--- config.mk ---
export PLATFORM = sky130hd
export DESIGN_NAME = writeback_unit_flat
export DESIGN_NICKNAME = d
export VERILOG_FILES = /design/src/rtl/writeback_unit_if.sv /design/src/rtl/writeback_unit.sv /design/src/flat_wrapper.sv
export SDC_FILE = /design/constraint.sdc
export NUM_CORES = 1
export LEC_CHECK = 0
export CORE_MARGIN = 1
export CORE_UTILIZATION = 49
export CTS_CLUSTER_SIZE = 24
export DETAILED_ROUTE_END_ITERATION = 12
export PLACE_DENSITY = 0.92
export SYNTH_ARGS = -nofsm -noshare
export SYNTH_HDL_FRONTEND = slang
export SYNTH_SLANG_ARGS = --single-unit
--- constraint.sdc ---
create_clock -name clk -period 5.79 [get_ports clk]
set_input_delay 1.737 -clock clk [delete_from_list [all_inputs] [get_ports clk]]
set_output_delay 1.737 -clock clk [all_outputs]
set_load 0.01 [all_outputs]
--- src/rtl/writeback_unit_if.sv ---
// Result buses from the execute pipelines into the writeback unit, and the
// register-file / ROB / redirect buses it drives.
interface writeback_unit_if #(
  parameter int ROB_IDX_W = 5,
  parameter int PREG_W    = 5
);
  logic                   arith_valid;
  logic [ROB_IDX_W-1:0]   arith_rob;
  logic [PREG_W-1:0]      arith_dest;
  logic [PREG_W-1:0]      arith_flag_reg;
  logic [7:0]             arith_val;
  logic [7:0]             arith_flags;

  logic                   mem_valid;
  logic                   mem_ready;
  logic [ROB_IDX_W-1:0]   mem_rob;
  logic [PREG_W-1:0]      mem_dest;
  logic [7:0]             mem_data;

  logic                   term_valid;
  logic [ROB_IDX_W-1:0]   term_rob;
  logic [15:0]            term_addr;

  logic [6*PREG_W-1:0]    cmplt_regs;
  logic [47:0]            cmplt_vals;
  logic [1:0]             rob_done_valid;
  logic [2*ROB_IDX_W-1:0] rob_done_entries;
  logic                   redirect_valid;
  logic [15:0]            redirect_addr;

  modport master (
    output arith_valid, arith_rob, arith_dest, arith_flag_reg, arith_val, arith_flags,
    output mem_valid, mem_rob, mem_dest, mem_data,
    output term_valid, term_rob, term_addr,
    input  mem_ready,
    input  cmplt_regs, cmplt_vals, rob_done_valid, rob_done_entries,
    input  redirect_valid, redirect_addr
  );

  modport slave (
    input  arith_valid, arith_rob, arith_dest, arith_flag_reg, arith_val, arith_flags,
    input  mem_valid, mem_rob, mem_dest, mem_data,
    input  term_valid, term_rob, term_addr,
    output mem_ready,
    output cmplt_regs, cmplt_vals, rob_done_valid, rob_done_entries,
    output redirect_valid, redirect_addr
  );
endinterface

--- src/rtl/writeback_unit.sv ---
// Writeback stage: registered register-file writes, a 3-push / 2-pop ROB
// completion FIFO with same-cycle bypass, and a registered redirect pulse.
module writeback_unit #(
  parameter int CQ_DEPTH  = 8,
  parameter int ROB_IDX_W = 5,
  parameter int PREG_W    = 5
) (
  input  logic                 clk,
  input  logic                 rst,
  writeback_unit_if.slave      bus
);
  localparam int PTR_W = $clog2(CQ_DEPTH);
  localparam int CNT_W = PTR_W + 1;

  logic [PTR_W-1:0]     head, tail;
  logic [CNT_W-1:0]     count, count_next;
  logic [CNT_W:0]       avail;
  logic [ROB_IDX_W-1:0] fifo_mem [CQ_DEPTH];
  logic [ROB_IDX_W-1:0] push_e [3];
  logic [ROB_IDX_W-1:0] pop_e [2];
  logic [1:0]           n_push, n_pop;
  logic                 mem_fire;

  // Ready depends only on the registered occupancy, never on a valid input.
  assign bus.mem_ready = rst && (count <= CNT_W'(CQ_DEPTH - 3));
  assign mem_fire      = bus.mem_valid && bus.mem_ready;

  // NOTE: combinational blocks use blocking assignments and give every output
  // a default first, so n_push can be read back after each increment and no
  // latch is inferred.
  always_comb begin
    n_push = '0;
    for (int i = 0; i < 3; i++) push_e[i] = '0;
    if (bus.arith_valid) begin
      push_e[n_push] = bus.arith_rob;
      n_push         = n_push + 2'd1;
    end
    if (mem_fire) begin
      push_e[n_push] = bus.mem_rob;
      n_push         = n_push + 2'd1;
    end
    if (bus.term_valid) begin
      push_e[n_push] = bus.term_rob;
      n_push         = n_push + 2'd1;
    end
  end

  // Oldest stored entries go first; an empty or single-entry FIFO is topped
  // up from this cycle's pushes.
  always_comb begin
    avail = (CNT_W+1)'(count) + (CNT_W+1)'(n_push);
    n_pop = (avail >= (CNT_W+1)'(2)) ? 2'd2 : avail[1:0];
    if (count != '0) pop_e[0] = fifo_mem[head];
    else             pop_e[0] = push_e[0];
    if (count >= CNT_W'(2))      pop_e[1] = fifo_mem[head + PTR_W'(1)];
    else if (count == CNT_W'(1)) pop_e[1] = push_e[0];
    else                         pop_e[1] = push_e[1];
    count_next = count + CNT_W'(n_push) - CNT_W'(n_pop);
  end

  // NOTE: sequential state uses non-blocking assignments so every flop
  // samples the pre-edge values of its neighbours.
  always_ff @(posedge clk or negedge rst) begin
    if (!rst) begin
      head  <= '0;
      tail  <= '0;
      count <= '0;
    end else begin
      head  <= head + PTR_W'(n_pop);
      tail  <= tail + PTR_W'(n_push);
      count <= count_next;
    end
  end

  // NOTE: the storage array has no reset; count and head decide which slots
  // are live, so stale contents are never observed.
  always_ff @(posedge clk) begin
    for (int i = 0; i < 3; i++) begin
      if (i < int'(n_push)) fifo_mem[tail + PTR_W'(i)] <= push_e[i];
    end
  end

  always_ff @(posedge clk or negedge rst) begin
    if (!rst) begin
      bus.cmplt_regs       <= '0;
      bus.cmplt_vals       <= '0;
      bus.rob_done_valid   <= '0;
      bus.rob_done_entries <= '0;
      bus.redirect_valid   <= 1'b0;
      bus.redirect_addr    <= '0;
    end else begin
      bus.cmplt_regs <= {(3*PREG_W)'(0),
                         mem_fire        ? bus.mem_dest       : '0,
                         bus.arith_valid ? bus.arith_flag_reg : '0,
                         bus.arith_valid ? bus.arith_dest     : '0};
      bus.cmplt_vals <= {24'h0,
                         mem_fire        ? bus.mem_data    : 8'h0,
                         bus.arith_valid ? bus.arith_flags : 8'h0,
                         bus.arith_valid ? bus.arith_val   : 8'h0};
      bus.rob_done_valid   <= {n_pop == 2'd2, n_pop != 2'd0};
      bus.rob_done_entries <= {(n_pop == 2'd2) ? pop_e[1] : '0,
                               (n_pop != 2'd0) ? pop_e[0] : '0};
      bus.redirect_valid   <= bus.term_valid;
      if (bus.term_valid) bus.redirect_addr <= bus.term_addr;
    end
  end

  // Net growth is at most one entry per cycle and mem is gated early.
  always @(posedge clk) begin
    if (rst) assert (int'(count_next) <= CQ_DEPTH)
      else $error("completion FIFO occupancy %0d exceeds depth", count_next);
  end
endmodule

--- src/flat_wrapper.sv ---
// flat-port wrapper written by rule: the top's interface ports become plain ports
module writeback_unit_flat 
#(
  parameter int CQ_DEPTH  = 8,
  parameter int ROB_IDX_W = 5,
  parameter int PREG_W    = 5
)
  (clk, rst, bus_arith_valid, bus_arith_rob, bus_arith_dest, bus_arith_flag_reg, bus_arith_val, bus_arith_flags, bus_mem_valid, bus_mem_rob, bus_mem_dest, bus_mem_data, bus_term_valid, bus_term_rob, bus_term_addr, bus_mem_ready, bus_cmplt_regs, bus_cmplt_vals, bus_rob_done_valid, bus_rob_done_entries, bus_redirect_valid, bus_redirect_addr);
  writeback_unit_if #(.ROB_IDX_W(ROB_IDX_W), .PREG_W(PREG_W)) bus_i ();
  input  logic clk;
  input  logic rst;
  input wire logic [$bits(bus_i.arith_valid)-1:0] bus_arith_valid;
  input wire logic [$bits(bus_i.arith_rob)-1:0] bus_arith_rob;
  input wire logic [$bits(bus_i.arith_dest)-1:0] bus_arith_dest;
  input wire logic [$bits(bus_i.arith_flag_reg)-1:0] bus_arith_flag_reg;
  input wire logic [$bits(bus_i.arith_val)-1:0] bus_arith_val;
  input wire logic [$bits(bus_i.arith_flags)-1:0] bus_arith_flags;
  input wire logic [$bits(bus_i.mem_valid)-1:0] bus_mem_valid;
  input wire logic [$bits(bus_i.mem_rob)-1:0] bus_mem_rob;
  input wire logic [$bits(bus_i.mem_dest)-1:0] bus_mem_dest;
  input wire logic [$bits(bus_i.mem_data)-1:0] bus_mem_data;
  input wire logic [$bits(bus_i.term_valid)-1:0] bus_term_valid;
  input wire logic [$bits(bus_i.term_rob)-1:0] bus_term_rob;
  input wire logic [$bits(bus_i.term_addr)-1:0] bus_term_addr;
  output wire logic [$bits(bus_i.mem_ready)-1:0] bus_mem_ready;
  output wire logic [$bits(bus_i.cmplt_regs)-1:0] bus_cmplt_regs;
  output wire logic [$bits(bus_i.cmplt_vals)-1:0] bus_cmplt_vals;
  output wire logic [$bits(bus_i.rob_done_valid)-1:0] bus_rob_done_valid;
  output wire logic [$bits(bus_i.rob_done_entries)-1:0] bus_rob_done_entries;
  output wire logic [$bits(bus_i.redirect_valid)-1:0] bus_redirect_valid;
  output wire logic [$bits(bus_i.redirect_addr)-1:0] bus_redirect_addr;
  assign bus_i.arith_valid = bus_arith_valid;
  assign bus_i.arith_rob = bus_arith_rob;
  assign bus_i.arith_dest = bus_arith_dest;
  assign bus_i.arith_flag_reg = bus_arith_flag_reg;
  assign bus_i.arith_val = bus_arith_val;
  assign bus_i.arith_flags = bus_arith_flags;
  assign bus_i.mem_valid = bus_mem_valid;
  assign bus_i.mem_rob = bus_mem_rob;
  assign bus_i.mem_dest = bus_mem_dest;
  assign bus_i.mem_data = bus_mem_data;
  assign bus_i.term_valid = bus_term_valid;
  assign bus_i.term_rob = bus_term_rob;
  assign bus_i.term_addr = bus_term_addr;
  assign bus_mem_ready = bus_i.mem_ready;
  assign bus_cmplt_regs = bus_i.cmplt_regs;
  assign bus_cmplt_vals = bus_i.cmplt_vals;
  assign bus_rob_done_valid = bus_i.rob_done_valid;
  assign bus_rob_done_entries = bus_i.rob_done_entries;
  assign bus_redirect_valid = bus_i.redirect_valid;
  assign bus_redirect_addr = bus_i.redirect_addr;
  writeback_unit #(.CQ_DEPTH(CQ_DEPTH), .ROB_IDX_W(ROB_IDX_W), .PREG_W(PREG_W)) u_core (.clk(clk), .rst(rst), .bus(bus_i));
endmodule
==> out/results.txt, run 1 <==
status: complete, no violations
worst hold endpoint: u_core.bus.redirect_addr[11]$_DFFE_PN0P_
Area growth, synth to finish: 31.26%
startpoint types: input pin
Power Density: 476.7 nW/um^2
Die Height: 117.6 um
Residual DRC: 0
Reg-to-Reg Start: u_core.count[3]$_DFF_PN0_
Die X: 117.6 um
Num CTS Buffers: 17
final setup fails: 0
setup TNS: 0 ns
CTS tree: built
Seq/Total Area, Yosys: 0.4818
nets: 795
I/O Buffers: 143
dpl hpwl: 14220 um
worst setup path start: bus_mem_valid
Max Clk Rate: 0.1792 GHz
DRT Wirelength: 19260 um
H-Tree Depth: 4
Critical Path AT: 5.91 ns
vias in the first global route: 5350
Distinct cells, synth: 62
DRT iter0 DRCs: 654
hold depth: 1
static leakage: 3.528 nW
YS warnings: 0
Mapped Area: 6544 um^2
Crit Reg-Reg Endpoint: u_core.count[3]$_DFF_PN0_
most frequent cells in the layout: clkdlybuf4s50_1, dfrtp_1, nand2_1
CTS Hold Bufs: 0
Worst setup EP type: register
DIE AREA: 13820 um^2
number of enable flip-flop cells after synthesis: 40
io pins: 183
core footprint: 12820 um^2
via count: 5266
VDD IR-drop max: 0.0002326 V
latest clock arrival within the worst-skew pair: 0.42 ns
antenna violations before repair: 0
Final ANT Viol Nets: 0
Clock Skews: 0.008092 ns
CP required: 6.12 ns
Wirelength per Cell: 21.79 um
Hold Crit Class: reg -> reg
period utilization: 0.9638
Syn Inst Count: 551
gr usage total: 0.2920
vias per std cell: 5.957
HP Start: u_core.bus.redirect_addr[11]$_DFFE_PN0P_
flops & latches, synth: 118
layout cells sized above 1: 0.1531
routability cong.: 0.9410
deepest clock path buffer count: 2
initial core utilization: 0.5102
Setup CP Type: in -> reg
first-pass GRT wire length: 30310 um
relative slew slack: 0.3203
R2R setup slack: 0.95 ns
Slew Limit Fails: 0
Overflow after GRT: 0
syn_area_per_cell: 11.88 um^2
clock root buffer: clkbuf_16
endpoints failing hold: 0
largest net degree at the start of global routing: 79
commonest non-fill, non-tap cell in the layout: clkdlybuf4s50_1
Clock transition at path regs: 0.05 ns
Pre-Repair DR Iteration Count: 5
# rows: 41
fill count: 898
# diodes: 0
Worst R2R Path Depth: 20
critical path fanouts, max: 7
maxcap violations: 0
share of flip-flops with an asynchronous set or reset: 0.6610
ys flop type: dfrtp_1
CTS Sinks: 118
worst slew pin tran: 1.009 ns
Pwr Total: 4.095 mW
worst hold slack: 0.5081 ns
fin crit period: 5.581 ns
Final Core Density: 0.6698
-- metrics by stage --
step / setup slack (ns) / std cells / instance area, um^2
5_1_grt: -0.04285 / 884 / 8589
2_1_floorplan: 0.03662 / 589 / 6686
3_3_place_gp: 0.1224 / 853 / 7986
6_report: 0.2095 / 884 / 8589
4_1_cts: 0.2821 / 884 / 8567
3_5_place_dp: -0.1605 / 853 / 7986
-- cell type report --
type                       count  area, um^2  area share
clock inverter                 7       66.31    0.007720
tap                          172       215.2     0.02505
inverter                      16       60.06    0.006992
sequential                   118        3153      0.3671
timing repair buffer         155        1519      0.1768
clock buffer                  24       514.2     0.05987
multi-input combinational    392        3062      0.3564
-- kinds of logic after synthesis --
logic type / Yosys count / synth area share
other cells: 1 / 0.0005731
compound gates: 114 / 0.1451
mux: 40 / 0.1031
simple gates: 169 / 0.1377
xor+xnor: 10 / 0.01338
fa+ha+maj: 20 / 0.04283
buf+inv: 79 / 0.07552
flops: 118 / 0.4818
-- how the worst max path moves through the flow --
stage / end / slack, ns / depth (start not counted)
after global placement: u_core.count[3]$_DFF_PN0_ / 0.12 / 18
final: u_core.count[3]$_DFF_PN0_ / 0.21 / 18
after global routing: u_core.count[3]$_DFF_PN0_ / -0.04 / 18
after detailed placement: u_core.count[3]$_DFF_PN0_ / -0.16 / 18
after CTS: u_core.count[3]$_DFF_PN0_ / 0.28 / 18
after floorplan: u_core.count[3]$_DFF_PN0_ / 0.04 / 21
-- repair_timing --
item | 4_1_cts | 5_1_grt
setup buffers | 0 | 0
gates resized for setup | 0 | 3
endpoints found under the setup margin | 0 | 1
-- flip-flops by register name, summed over array words and instances, names as in the netlist, 2 cells and up --
name and flops:
u_core.fifo_mem 40, u_core.bus.cmplt_vals 24, u_core.bus.redirect_addr 16, u_core.bus.cmplt_regs 15
u_core.bus.rob_done_entries 10, u_core.count 4, u_core.head 3, u_core.tail 3
u_core.bus.rob_done_valid 2
-- cell usage after synthesis (all sizes together), types with 8 or more instances --
library cell	instances	area, um^2
dfrtp	78	1952
nand2	73	274.0
buf	57	411.6
and2	46	287.8
edfxtp	40	1201
o221ai	37	342.8
mux4	20	450.4
mux2	19	214.0
ha	16	200.2
inv	15	56.30
and3	14	96.34
nand3	13	65.06
a21oi	10	61.31
o21ai	9	48.79
a21o	8	67.56
nor2b	8	65.07
-- layer usage --
layer | track usage | vias to the layer above | routed length (um)
li1 | - | 2276 | -
met1 | 0.3554 | 2557 | 7190
met2 | 0.4778 | 354 | 9522
met3 | 0.06977 | 77 | 1690
met4 | 0.1571 | 2 | 809
met5 | 0.02941 | - | 50
-- worst max-delay path: stages --
cell and delay (ns):
clkdlybuf4s50_1 0.48, and3_1 0.25, inv_1 0.11, ha_1 0.32, xnor2_1 0.19, inv_1 0.12
ha_1 0.19, inv_1 0.06, fa_1 0.44, nor4_4 0.38, o21ai_4 0.14, inv_1 0.18
xnor2_1 0.15, ha_1 0.29, ha_1 0.31, a21o_1 0.15, a21oi_1 0.18, xor2_1 0.21
-- report_power, final --
part           internal, mW  total [mW]  switching [mW]
clock network         0.659        1.02           0.364
registers              1.13        1.36           0.224
logic                 0.836        1.71           0.877
No activity file was read; power rests on OpenSTA's default activity.
==> run 2, diff against run 1 <==
--- a/config.mk
+++ b/config.mk
@@ -5,11 +5,13 @@
 export SDC_FILE = /design/constraint.sdc
 export NUM_CORES = 1
 export LEC_CHECK = 0
+export CELL_PAD_IN_SITES_DETAIL_PLACEMENT = 1
+export CELL_PAD_IN_SITES_GLOBAL_PLACEMENT = 2
 export CORE_MARGIN = 1
-export CORE_UTILIZATION = 49
+export CORE_UTILIZATION = 31
 export CTS_CLUSTER_SIZE = 24
 export DETAILED_ROUTE_END_ITERATION = 12
-export PLACE_DENSITY = 0.92
+export PLACE_DENSITY = 0.91
 export SYNTH_ARGS = -nofsm -noshare
 export SYNTH_HDL_FRONTEND = slang
 export SYNTH_SLANG_ARGS = --single-unit
==> run 2 against run 1 <==
Against the previous run: clock skew grew 0.0083 ns; critical endpoint unchanged; critical path depth is the same; non-clock buffer count grew 1; hold slack is essentially flat; cell area grew 1.1%.
==> out/results.txt, run 2 (synthesis gave the netlist of run 1 again) <==
initial core utilization: 0.3193 (-0.1910)
Reg power frac: 0.323 (-0.009)
# diodes: 0 (unchanged)
Net Switching: 1.529 mW (+4.3%)
antenna violations before repair: 0 (unchanged)
hold depth: 1 (unchanged)
maxcap violations: 0 (unchanged)
latest clock arrival within the worst-skew pair: 0.43 ns (about the same)
switching fraction of total power: 0.3736 (+0.01578)
Pre-Repair DR Iteration Count: 6 (+1)
gr usage total: 0.2007 (-0.09129)
power share of the clock group: 0.252 (+0.002)
period utilization: 0.9352 (-0.02867)
relative slew slack: 0.3281 (+0.007840)
Wirelength per Cell: 21.05 um (-3.4%)
DIE AREA: 21690 um^2 (+57%)
vias in the first global route: 5549 (+3.7%)
max reg flops: 40 (unchanged)
setup bufs post-CTS: 0 (unchanged)
Overflow after GRT: 0 (unchanged)
H-Tree Depth: 4 (unchanged)
critical path fanouts, max: 7 (unchanged)
Crit Reg-Reg Endpoint: u_core.count[3]$_DFF_PN0_
Setup CP Type: in -> reg
Clock Skews: 0.01637 ns (+0.008279 ns)
DRT Wirelength: 20710 um (+7.5%)
clock root buffer: clkbuf_16
top flop regs: u_core.fifo_mem x40, u_core.bus.cmplt_vals x24, u_core.bus.redirect_addr x16
largest net degree at the start of global routing: 79 (unchanged)
static leakage: 3.519 nW (-0.23%)
io pins: 183 (unchanged)
CP required: 6.15 ns (+0.03 ns)
via count: 5096 (-3.2%)
Reg-to-Reg Start: u_core.count[3]$_DFF_PN0_
worst slack, placed: 0.05239 ns (+0.2129 ns)
Worst setup EP type: register
HP Start: u_core.bus.redirect_addr[4]$_DFFE_PN0P_
Internal Pwr Total: 2.563 mW (-2.5%)
dpl hpwl: 15440 um (+8.6%)
CTS tree: built
combinational share of power: 0.425 (+0.007)
fin crit period: 5.415 ns (-0.1660 ns)
Area growth, synth to finish: 32.68%
I/O Buffers: 143 (unchanged)
final setup fails: 0 (unchanged)
Slew Limit Fails: 0 (unchanged)
Hold Crit Class: reg -> reg
Num CTS Buffers: 17 (unchanged)
commonest non-fill, non-tap cell in the layout: clkdlybuf4s50_1
status: complete, no violations
deepest clock path buffer count: 2 (unchanged)
most frequent cells in the layout: clkdlybuf4s50_1, dfrtp_1, nand2_1
worst hold endpoint: u_core.bus.redirect_addr[4]$_DFFE_PN0P_
Power Density: 471.3 nW/um^2 (-1.1%)
DRT iter0 DRCs: 273 (-58%)
layout cells sized above 1: 0.1583 (+0.005173)
RSZ-0062 raised after global routing: false
# rows: 52 (+27%)
VDD IR-drop max: 0.0001872 V (-20%)
Die X: 147.3 um (+25%)
CTS Sinks: 118 (unchanged)
routability cong.: 0.8506 (-9.6%)
Critical Path AT: 5.77 ns (-0.14 ns)
startpoint types: input pin
core footprint: 20490 um^2 (+60%)
Max Clk Rate: 0.1847 GHz (+3.1%)
endpoints failing hold: 0 (unchanged)
CTS Hold Bufs: 0 (unchanged)
nets: 796 (+0.13%)
Die Height: 147.3 um (+25%)
Residual DRC: 0 (unchanged)
R2R setup slack: 1.07 ns (+0.12 ns)
Clock transition at path regs: 0.06 ns (about the same)
first-pass GRT wire length: 32330 um (+6.7%)
vias per std cell: 5.179 (-13%)
setup TNS: 0 ns (unchanged)
Final ANT Viol Nets: 0 (unchanged)
post-route worst setup slack: 0.3755 ns (+0.1660 ns)
Worst R2R Path Depth: 20 (unchanged)
Reg with most FFs: u_core.fifo_mem
worst slew pin tran: 0.9973 ns (-0.01164 ns)
post-CTS resize count: 0 (unchanged)
==> run 2: cell type report <==
| type | instances | area [um^2] |
|---|---|---|
| Inverter | 16 | 60.06 |
| Timing Repair Buffer | 156 | 1526 |
| Tap cell | 270 | 337.8 |
| Clock inverter | 15 | 140.1 |
| Clock buffer | 17 | 425.4 |
| Fill cell | 2220 | 11810 |
| Multi-Input combinational cell | 392 | 3039 |
| Sequential cell | 118 | 3153 |
==> run 2: worst max path at each step <==
stage             startpoint                         to  slack [ns]  cells after the start
3_5_place_dp   bus_mem_valid  u_core.count[3]$_DFF_PN0_        0.05                     18
4_1_cts        bus_mem_valid  u_core.count[3]$_DFF_PN0_        0.37                     18
6_report       bus_mem_valid  u_core.count[3]$_DFF_PN0_        0.38                     18
2_1_floorplan            rst  u_core.count[3]$_DFF_PN0_        0.04                     21
5_1_grt        bus_mem_valid  u_core.count[3]$_DFF_PN0_        0.12                     18
3_3_place_gp   bus_mem_valid  u_core.count[3]$_DFF_PN0_        0.16                     18
==> run 2: routing by layer <==
metal | up-vias | global-route usage | routed length [um]
met5 | - | 0 | 0
met4 | 0 | 0.08557 | 640
met3 | 39 | 0.05839 | 1307
met2 | 206 | 0.3512 | 10700
met1 | 2577 | 0.2269 | 8058
li1 | 2274 | - | -
==> run 2: per-stage QoR <==
stage	std cells	total power, mW	hold slack [ns]	utilization	area (um^2)
after detailed placement	952	3.050	0.4976	0.3960	8117
after global routing	984	4.316	0.5242	0.4236	8682
after global placement	952	2.990	0.4887	0.3960	8117
after floorplan	589	2.460	0.5507	-	6686
final	984	4.092	0.5079	0.4236	8682
after CTS	984	4.113	0.5111	0.4236	8682
==> run 2: power by group through the flow <==
stage / Combinational [mW] / Sequential, mW / Clock [mW]
6_report: 1.74 / 1.32 / 1.03
5_1_grt: 1.89 / 1.35 / 1.08
3_5_place_dp: 1.72 / 1.33 / 0
2_1_floorplan: 1.19 / 1.27 / 0
4_1_cts: 1.75 / 1.32 / 1.05
3_3_place_gp: 1.67 / 1.32 / 0
==> run 2: worst max-delay path: stages <==
cell and delay [ns]:
clkdlybuf4s50_1 0.48, and3_1 0.20, inv_1 0.10, ha_1 0.32, xnor2_1 0.19, inv_1 0.11, ha_1 0.17, inv_1 0.06
fa_1 0.39, and3_1 0.18, o21ai_2 0.31, inv_1 0.21, xnor2_1 0.17, ha_1 0.32, ha_1 0.32, a21o_1 0.17
a21oi_1 0.17, xor2_1 0.16
